**src/rtl/mult_arb_pkg.sv**
```systemverilog
// Shared types and constants for the Booth multiplier arbiter.
// The optional watchdog is enabled by defining MULT_ARB_TIMEOUT_EN.
package mult_arb_pkg;

  localparam int N_DEF    = 18;
  localparam int NREQ_DEF = 4;

  typedef enum logic [1:0] {
    IDLE    = 2'd0,
    BUSY    = 2'd1,
    CAPTURE = 2'd2,
    RESP    = 2'd3
  } state_t;

  // Requester index width; never narrower than one bit.
  function automatic int id_width(input int n);
    return (n > 1) ? $clog2(n) : 1;
  endfunction

endpackage

```
**src/rtl/rr_arbiter.sv**
```systemverilog
// Combinational round-robin pick: first set request at or above ptr, wrapping.
module rr_arbiter
  import mult_arb_pkg::*;
#(
  parameter int NREQ = NREQ_DEF,
  parameter int IDW  = id_width(NREQ)
) (
  input  logic [NREQ-1:0] req,
  input  logic [IDW-1:0]  ptr,
  output logic [NREQ-1:0] grant,
  output logic [IDW-1:0]  idx,
  output logic            any
);

  int pos;

  // Rotating priority search starting at ptr.
  always_comb begin
    grant = '0;
    idx   = '0;
    any   = 1'b0;
    pos   = 0;
    for (int k = 0; k < NREQ; k++) begin
      pos = (int'(ptr) + k) % NREQ;
      if (!any && req[IDW'(pos)]) begin
        any = 1'b1;
        idx = IDW'(pos);
      end else begin
        any = any;
      end
    end
    if (any) begin
      grant[idx] = 1'b1;
    end else begin
      grant = '0;
    end
  end

endmodule

```
**src/rtl/booth_mult_arbiter.sv**
```systemverilog
// Round-robin sharing of one sequential Booth multiplier among NREQ requesters.
// Define MULT_ARB_TIMEOUT_EN to add a BUSY watchdog that returns rsp_err=1.
module booth_mult_arbiter
  import mult_arb_pkg::*;
#(
  parameter int N       = N_DEF,
  parameter int NREQ    = NREQ_DEF,
  parameter int IDW     = id_width(NREQ),
  parameter int TIMEOUT = (N >> 1) + 8
) (
  input  logic              clk,
  input  logic              n_reset,
  input  logic [NREQ-1:0]   req_valid,
  output logic [NREQ-1:0]   req_ready,
  input  logic [NREQ*N-1:0] req_mplier,
  input  logic [NREQ*N-1:0] req_mcand,
  output logic              mul_start,
  output logic [N-1:0]      mul_mplier,
  output logic [N-1:0]      mul_mcand,
  input  logic              mul_done,
  input  logic [2*N-1:0]    mul_product,
  output logic              rsp_valid,
  input  logic              rsp_ready,
  output logic [IDW-1:0]    rsp_id,
  output logic [2*N-1:0]    rsp_product,
  output logic              rsp_err
);

  state_t           state_r, next_state_s;
  logic [IDW-1:0]   rr_ptr_r, gnt_id_r;
  logic [IDW-1:0]   arb_idx_s;
  logic [NREQ-1:0]  arb_grant_s;
  logic             arb_any_s;
  logic             grant_s;
  logic             timeout_hit_s;
  logic [N-1:0]     mplier_r, mcand_r;
  logic [N-1:0]     slot_mplier_s, slot_mcand_s;
  logic             rsp_valid_r;
  logic [IDW-1:0]   rsp_id_r;
  logic [2*N-1:0]   rsp_product_r;

  rr_arbiter #(
    .NREQ (NREQ),
    .IDW  (IDW)
  ) u_rr_arbiter (
    .req   (req_valid),
    .ptr   (rr_ptr_r),
    .grant (arb_grant_s),
    .idx   (arb_idx_s),
    .any   (arb_any_s)
  );

  assign slot_mplier_s = req_mplier[int'(arb_idx_s)*N +: N];
  assign slot_mcand_s  = req_mcand[int'(arb_idx_s)*N +: N];
  assign grant_s       = (state_r == IDLE) && arb_any_s;

  // Next-state logic; a done strobe wins over a coincident watchdog expiry.
  always_comb begin
    next_state_s = state_r;
    case (state_r)
      IDLE: begin
        if (arb_any_s) begin
          next_state_s = BUSY;
        end else begin
          next_state_s = IDLE;
        end
      end
      BUSY: begin
        if (mul_done) begin
          next_state_s = CAPTURE;
        end else if (timeout_hit_s) begin
          next_state_s = RESP;
        end else begin
          next_state_s = BUSY;
        end
      end
      CAPTURE: next_state_s = RESP;
      RESP: begin
        if (rsp_ready) begin
          next_state_s = IDLE;
        end else begin
          next_state_s = RESP;
        end
      end
      default: next_state_s = IDLE;
    endcase
  end

  // Grant-cycle outputs: ready/start are same-cycle, operands hold afterwards.
  always_comb begin
    req_ready  = '0;
    mul_start  = 1'b0;
    mul_mplier = mplier_r;
    mul_mcand  = mcand_r;
    if (grant_s) begin
      req_ready  = arb_grant_s;
      mul_start  = 1'b1;
      mul_mplier = slot_mplier_s;
      mul_mcand  = slot_mcand_s;
    end else begin
      req_ready  = '0;
      mul_start  = 1'b0;
    end
  end

  // State register.
  always_ff @(posedge clk or negedge n_reset) begin
    if (!n_reset) begin
      state_r <= IDLE;
    end else begin
      state_r <= next_state_s;
    end
  end

  // Grant bookkeeping: winner id, rotated pointer and held operands.
  always_ff @(posedge clk or negedge n_reset) begin
    if (!n_reset) begin
      rr_ptr_r <= '0;
      gnt_id_r <= '0;
      mplier_r <= '0;
      mcand_r  <= '0;
    end else if (grant_s) begin
      rr_ptr_r <= (arb_idx_s == IDW'(NREQ-1)) ? '0 : arb_idx_s + IDW'(1);
      gnt_id_r <= arb_idx_s;
      mplier_r <= slot_mplier_s;
      mcand_r  <= slot_mcand_s;
    end
  end

  // Response channel registers.
  always_ff @(posedge clk or negedge n_reset) begin
    if (!n_reset) begin
      rsp_valid_r   <= 1'b0;
      rsp_id_r      <= '0;
      rsp_product_r <= '0;
    end else if (state_r == CAPTURE) begin
      rsp_valid_r   <= 1'b1;
      rsp_id_r      <= gnt_id_r;
      rsp_product_r <= mul_product;
    end else if ((state_r == BUSY) && !mul_done && timeout_hit_s) begin
      rsp_valid_r   <= 1'b1;
      rsp_id_r      <= gnt_id_r;
      rsp_product_r <= '0;
    end else if ((state_r == RESP) && rsp_ready) begin
      rsp_valid_r   <= 1'b0;
    end
  end

`ifdef MULT_ARB_TIMEOUT_EN
  localparam int CNTW = $clog2(TIMEOUT + 1);

  logic [CNTW-1:0] busy_cnt_r;
  logic            rsp_err_r;

  // Expiry fires on the TIMEOUT-th BUSY cycle.
  assign timeout_hit_s = (busy_cnt_r == CNTW'(TIMEOUT - 1));

  // BUSY cycle counter, cleared on every grant.
  always_ff @(posedge clk or negedge n_reset) begin
    if (!n_reset) begin
      busy_cnt_r <= '0;
    end else if (grant_s) begin
      busy_cnt_r <= '0;
    end else if (state_r == BUSY) begin
      busy_cnt_r <= busy_cnt_r + CNTW'(1);
    end
  end

  // Error flag accompanying a watchdog abort response.
  always_ff @(posedge clk or negedge n_reset) begin
    if (!n_reset) begin
      rsp_err_r <= 1'b0;
    end else if (state_r == CAPTURE) begin
      rsp_err_r <= 1'b0;
    end else if ((state_r == BUSY) && !mul_done && timeout_hit_s) begin
      rsp_err_r <= 1'b1;
    end else if ((state_r == RESP) && rsp_ready) begin
      rsp_err_r <= 1'b0;
    end
  end

  assign rsp_err = rsp_err_r;
`else
  assign timeout_hit_s = 1'b0;
  assign rsp_err       = 1'b0;
`endif

  assign rsp_valid   = rsp_valid_r;
  assign rsp_id      = rsp_id_r;
  assign rsp_product = rsp_product_r;

endmodule

```
**config.mk**
```make
export PLATFORM = sky130hd
export DESIGN_NAME = booth_mult_arbiter
export DESIGN_NICKNAME = d
export VERILOG_FILES = /design/src/rtl/mult_arb_pkg.sv /design/src/rtl/rr_arbiter.sv /design/src/rtl/booth_mult_arbiter.sv
export SDC_FILE = /design/constraint.sdc
export NUM_CORES = 1
export LEC_CHECK = 0
export ABC_AREA = 1
export CORE_MARGIN = 3
export CORE_UTILIZATION = 35
export DETAILED_ROUTE_END_ITERATION = 10
export PLACE_DENSITY_LB_ADDON = 0.15
export SETUP_SLACK_MARGIN = 0.05
export SLEW_MARGIN = 10
export SYNTH_ARGS = -nofsm -noshare
export SYNTH_HDL_FRONTEND = slang
export SYNTH_SLANG_ARGS = --single-unit
```
**constraint.sdc**
```tcl
create_clock -name clk -period 3.95 [get_ports clk]
set_input_delay 1.185 -clock clk [delete_from_list [all_inputs] [get_ports clk]]
set_output_delay 1.185 -clock clk [all_outputs]
set_load 0.03 [all_outputs]
```
Word-level counts from Yosys, hierarchy flattened
Cells that the tools add are included.
{"block": "word_totals", "regBits": 81}
{"block": "op_classes", "add_sub_neg": 4, "multipliers": 1, "order_cmp": 6, "n_eq_ne": 4, "n_shift": 2, "mux": 34, "reduce_logical": 11}
{"cell": "72-bit by 32-bit indexed part select with 18-bit output", "count": 1}
{"cell": "72-bit by 8-bit indexed part select with 18-bit output", "count": 1}
{"cell": "18-bit 2-to-1 mux", "count": 2}
{"cell": "1-bit 2-to-1 mux", "count": 17}
{"cell": "2-bit by 4-bit less-than comparator with 1-bit output (second input constant)", "count": 4}
{"cell": "2-bit 2-to-1 mux", "count": 7}
{"cell": "1-bit binary-select mux with 2-bit select", "count": 4}
{"cell": "4-bit 2-to-1 mux", "count": 2}
{"cell": "2-bit one-hot mux with 4 select lines", "count": 1}
{"cell": "2-bit == test (second input constant)", "count": 3}
{"cell": "1-bit logical AND", "count": 6}
{"cell": "2-bit by 4-bit multiplier with 6-bit output (second input constant)", "count": 1}
{"cell": "2-bit by 1-bit adder with 2-bit output (second input constant)", "count": 2}
{"cell": "2-bit adder (second input constant)", "count": 2}
{"cell": "1-bit logical NOT", "count": 3}
{"cell": "2-bit by 3-bit less-than comparator with 1-bit output (second input constant)", "count": 1}
{"cell": "1-bit demux with 2-bit select", "count": 1}
{"cell": "2-bit by 1-bit == test with 1-bit output (second input constant)", "count": 1}
{"cell": "2-bit by 1-bit >= comparator with 1-bit output (second input constant)", "count": 1}
{"cell": "2-bit logical NOT", "count": 1}
{"cell": "2-bit nonzero test", "count": 1}

Depth between registers and ports, before layout
{"block": "logic_depth", "word_depth": 19, "mapped_depth": 15}

Hierarchy
A second synthesis with hierarchy kept.
{"block": "unflattened", "cells_unflattened": 757, "hier_area_um2": 4913.5}
{"mod": "booth_mult_arbiter", "n_inst": 1, "cells_each": 690, "area_per_inst_um2": 4581.9, "seq_area_each_um2": 2026.9}
{"mod": "rr_arbiter", "n_inst": 1, "cells_each": 67, "area_per_inst_um2": 331.6, "seq_area_each_um2": 0.0}

Worst setup path before layout
No wires, ideal clock.
{"block": "synth_timing", "kind": "input port to output port", "from": "in req_valid[0]", "to": "out req_ready[1]", "arrival_ns": 2.867, "required_ns": 2.765, "path_slack_ns": -0.102, "path_stages": 12, "path_buffers": 2, "path_cell_list": "inv_1 -> nand2_1 -> nand3_1 -> nand2_1 -> inv_1 -> nand3_1 -> nor2_1 -> nor2_2 -> buf_4 -> buf_4 -> inv_1 -> nor3_1"}
{"block": "synth_between", "elab_chain_cells": 19}
{"item": "start, declared", "line": "booth_mult_arbiter.sv:13", "text": "input logic [NREQ-1:0] req_valid,"}
{"item": "1-bit binary-select mux with 2-bit select", "line": "rr_arbiter.sv:25", "text": "if (!any && req[IDW'(pos)]) begin"}
{"item": "1-bit 2-to-1 mux (implied by the code) (2 in series)", "line": "rr_arbiter.sv:25"}
{"item": "1-bit 2-to-1 mux", "line": "rr_arbiter.sv:25"}
{"item": "1-bit logical NOT", "line": "rr_arbiter.sv:25"}
{"item": "1-bit logical AND", "line": "rr_arbiter.sv:25"}
{"item": "1-bit 2-to-1 mux", "line": "rr_arbiter.sv:25"}
{"item": "1-bit logical NOT", "line": "rr_arbiter.sv:25"}
{"item": "1-bit logical AND", "line": "rr_arbiter.sv:25"}
{"item": "[2 not listed]"}
{"item": "1-bit logical AND", "line": "rr_arbiter.sv:25"}
{"item": "2-bit 2-to-1 mux", "line": "rr_arbiter.sv:25"}
{"item": "2-bit by 3-bit less-than comparator with 1-bit output (implied by the code) / 2-bit by 1-bit >= comparator with 1-bit output (equally long branches)", "line": "rr_arbiter.sv:33", "text": "grant[idx] = 1'b1;"}
{"item": "1-bit logical AND (implied by the code)", "line": "rr_arbiter.sv:33"}
{"item": "1-bit 2-to-1 mux (implied by the code)", "line": "rr_arbiter.sv:33"}
{"item": "1-bit demux with 2-bit select"}
{"item": "4-bit 2-to-1 mux", "line": "rr_arbiter.sv:32", "text": "if (any) begin"}
{"item": "4-bit 2-to-1 mux (*)", "line": "booth_mult_arbiter.sv:95", "text": "if (grant_s) begin"}
{"item": "end, declared", "line": "booth_mult_arbiter.sv:14", "text": "output logic [NREQ-1:0] req_ready,"}
Mark *: on every way between the ends. The rest lies on a longest branch, timed or not. The select of a mux whose other input is x is not followed.

Final worst setup path
{"block": "layout_timing", "from": "in req_valid[1]", "to": "out mul_mcand[15]"}
{"block": "layout_between", "elab_chain_cells": 16}
{"item": "1-bit binary-select mux with 2-bit select", "line": "rr_arbiter.sv:25"}
{"item": "1-bit 2-to-1 mux (implied by the code) (2 in series)", "line": "rr_arbiter.sv:25"}
{"item": "1-bit 2-to-1 mux", "line": "rr_arbiter.sv:25"}
{"item": "1-bit logical NOT", "line": "rr_arbiter.sv:25"}
{"item": "1-bit logical AND", "line": "rr_arbiter.sv:25"}
{"item": "1-bit 2-to-1 mux", "line": "rr_arbiter.sv:25"}
{"item": "1-bit logical NOT", "line": "rr_arbiter.sv:25"}
{"item": "1-bit logical AND", "line": "rr_arbiter.sv:25"}
{"item": "1-bit 2-to-1 mux", "line": "rr_arbiter.sv:25"}
{"item": "1-bit logical NOT", "line": "rr_arbiter.sv:25"}
{"item": "1-bit logical AND", "line": "rr_arbiter.sv:25"}
{"item": "2-bit 2-to-1 mux", "line": "rr_arbiter.sv:25"}
{"item": "2-bit by 4-bit multiplier with 6-bit output", "line": "booth_mult_arbiter.sv:54", "text": "assign slot_mcand_s = req_mcand[int'(arb_idx_s)*N +: N];"}
{"item": "72-bit by 8-bit indexed part select with 18-bit output", "line": "booth_mult_arbiter.sv:54"}
{"item": "18-bit 2-to-1 mux (*)", "line": "booth_mult_arbiter.sv:95"}
{"item": "end, declared", "line": "booth_mult_arbiter.sv:19", "text": "output logic [N-1:0] mul_mcand,"}
Marks and branches as above.

==> impl_metrics.toml <==
[sta]
period_share_pct = 104.2
relSlewSlack_pct = 26.17
max_freq_mhz = 243.1
fin_ws_ps = -164.3
hold_viol_final = 0
tightestPinTransition_ps = 1108
rsz0062_at_grt = "yes"
fin_crit_ps = 4114
setup_viol_count_final = 39
skew_ps = 8.350
slew_violations = 0
setup_tns_ps = -3478

[synthesis]
synth_top_area_share_pct = 40.56
ys_seq_area_share_pct = 40.56
synthAdderAreaFrac_pct = 0.2504
avgSynthCellArea_sq_um = 7.595
ys_types = 28
yosys-top-cells-area = "dfrtp_1 (41%), nand3_1 (13%), nand2_1 (13%)"
synth_compound_area_share_pct = 1.302
synth_xor_area_share_pct = 0
yosys-mux-area-fraction_pct = 8.338
syn-num-nets = 847
synth.cell_area_sq_mm = 0.004997
synth_seq_cells = 81
synth_top_area_cell = "dfrtp_1"
syn_inst = 658
yosys_warnings = 0
yosys.area_share.simple_pct = 37.63
synth_top_family_by_area = "simple AND/OR/NAND/NOR gates"

[drt]
vias_per_cell = 5.232
drc = 0
ant_nets = 0
dr.pass1.iters = 4
post_drt_wl_per_cell_um = 20.15
via_count = 6467
detail_route.wirelength_mm = 24.91
drt_iter0_markers = 378

[run_status]
outcome = "finished, violations left"
violations = "setup timing"

[worst_setup_path]
worstSetupStartpointType = "input pin"
crit_path_max_incr_delay_ps = 160
crit_buf_inv = 8
worstReg2RegStart = "rr_ptr_r[0]"
arrival_ps = 2930
cp_max_fo = 5
cp-end-kind = "output port"
r2r_cells = 28
cpMaxStageDelayCell = "buf_6"
worstSetupPathType = "in -> out"
path_common_cell = "nand2_2"
critPathRequiredTime_ps = 2760
crit_chain = "buf_8 > inv_6 > nand2_2 > nand2_2 > nand2_2 > nand2_2 > buf_6 > nand4_1 > nand2_2 > nor2_4 > buf_6 > buf_12 > buf_12 > nand3_1 > nand2_1 > inv_1 > nand3_2 > buf_6"
cp_top_family = "buffers and inverters"
regToRegSetupSlack_ps = 190
r2r-end = "mplier_r[3]"

[global_routing]
grt_overflow_total = 0
grt_antenna_before_repair = 0
grt_pass1_vias = 6796
grt_usage_pct = 27.87
grt_pass1_wl_mm = 35.21
grt_max_degree = 82

[clock_tree]
clock-sinks = 81
clk_path_buf_depth = 2
htreeDepth = 3
clk_latency_ps = 350
numCtsBuffers = 9
cts_hold_buf = 0
root_buffer = "clkbuf_16"
cts_tree = "yes"
clk_pin_slew_ps = 60

[finish]
drive_gt1_share_pct = 40.06
fillers = 903
layout.nets = 1240
layout.cells.most_common_list = "clkdlybuf4s50_1 (221), nand2_1 (138), buf_4 (90)"
stdcell_count = 1236
layout_commonest_cell = "clkdlybuf4s50_1"
multiInputGateArea_sq_mm = 0.003393
regArea_sq_mm = 0.002028
syn2layout_area_growth_pct = 120.6
diodes = 0

[worst_hold_path]
hp-start = "rsp_id[1]"
min_path_type = "reg -> reg"
min_path_cells = 2
min_to = "rsp_id[1]"

[floorplan]
die_h_um = 125.5
initial_utilization_pct = 35.86
die_w_um = 125.5
rows = 43
die_area_sq_mm = 0.01575
design.core.area_sq_mm = 0.01393
io_pins = 269

[placement]
hpwlAfterDp_mm = 13.36
gp_congestion = 0.8391
numPortBuffers = 267
place_inst = 1103

[power]
irDropWorstVdd_v = 0.0006856
power_leakage_nw = 5.165
power_density_mw_per_mm2 = 1212

[job]
maxCapViolations = 0
-- routing by layer --
| layer | track usage, % | part of all wire, % | routed length [um] |
|---|---|---|---|
| met5 | 0 | 0 | 0 |
| met4 | 12.37 | 4.3 | 1068 |
| met3 | 5.254 | 5.8 | 1454 |
| met2 | 51.13 | 53 | 13310 |
| met1 | 31.18 | 36 | 9075 |
-- Yosys cell counts, drive strengths merged --
| cell | n |
|---|---|
| o21ai | 6 |
| nor3 | 1 |
| mux2 | 37 |
| o21a | 1 |
| dfrtp | 81 |
| buf | 28 |
| nand3 | 134 |
| o21bai | 1 |
| ha | 1 |
| o22ai | 1 |
| nand2 | 178 |
| conb | 1 |
| o311ai | 1 |
| clkbuf | 16 |
| a21oi | 1 |
| nand4 | 19 |
| inv | 87 |
| nand3b | 36 |
| nor2 | 28 |
-- how the worst max path moves through the flow --
stage / startpoint / endpoint / slack [ps] / depth (start not counted)
6_report: req_valid[1] / mul_mcand[15] / -160 / 18
5_1_grt: req_valid[1] / mul_mcand[15] / -240 / 18
4_1_cts: req_valid[0] / mul_mplier[13] / -60 / 18
3_5_place_dp: req_valid[0] / mul_mcand[14] / -570 / 14
3_3_place_gp: req_valid[3] / mul_mcand[14] / -480 / 14
2_1_floorplan: req_valid[1] / req_ready[3] / 90 / 14
-- flip-flops by register name, summed over array words and instances (netlist names) --
register     flops
rr_ptr_r         2
mplier_r        18
gnt_id_r         2
mcand_r         18
rsp_product     36
state_r          2
rsp_valid        1
rsp_id           2
-- layout make-up --
class | count | area share (%)
repair buffers | 425 | 42.82
multi-input cells | 447 | 30.78
flip-flops and latches | 81 | 18.40
inverters | 87 | 3.121
clock buffers | 10 | 2.168
well taps | 180 | 2.043
clock inverters | 6 | 0.6696
-- metrics by stage --
stage	hold WS (ps)	util, %	power, mW	area (sq um)	worst slack (ps)
final	489.8	79.11	13.36	11020	-164.3
after global routing	519.7	79.11	13.96	11020	-235.6
after CTS	491.7	72.44	11.75	10090	-55.52
after detailed placement	476.0	57.43	7.741	8003	-570.1
after global placement	476.4	57.43	7.644	8003	-484.1
after floorplan	460.3	-	5.280	5006	88.82
-- worst register-to-register path: cells and delay by family (launching register included) --
family                 cells  cell delay (ps)
DFF                        1              460
and+or+nand+nor           10              930
buffers and inverters     18             2270
-- timing repair --
item	4_1_cts	5_1_grt
gates resized for setup	197	137
cloned	16	10
hold endpoints to repair	0	0
setup endpoints to repair	41	44
pin swaps	38	59
buffers inserted	80	21
-- power by group --
group,leakage [nW],switching (mW),internal [mW],total [mW]
combinational,4.04,5.66,5.36,11.0
sequential,0.974,0.188,1.26,1.45
clock,0.154,0.382,0.516,0.898
-- logic make-up (layout without fill, tap and decap cells) --
group | Yosys count | after routing
compound gates | 11 | 11
simple gates | 396 | 397
other cells | 1 | 1
mux | 37 | 37
flops | 81 | 81
fa+ha+maj | 1 | 1
buf+inv | 131 | 528
Note: power is estimated with default switching activity, not from simulation.
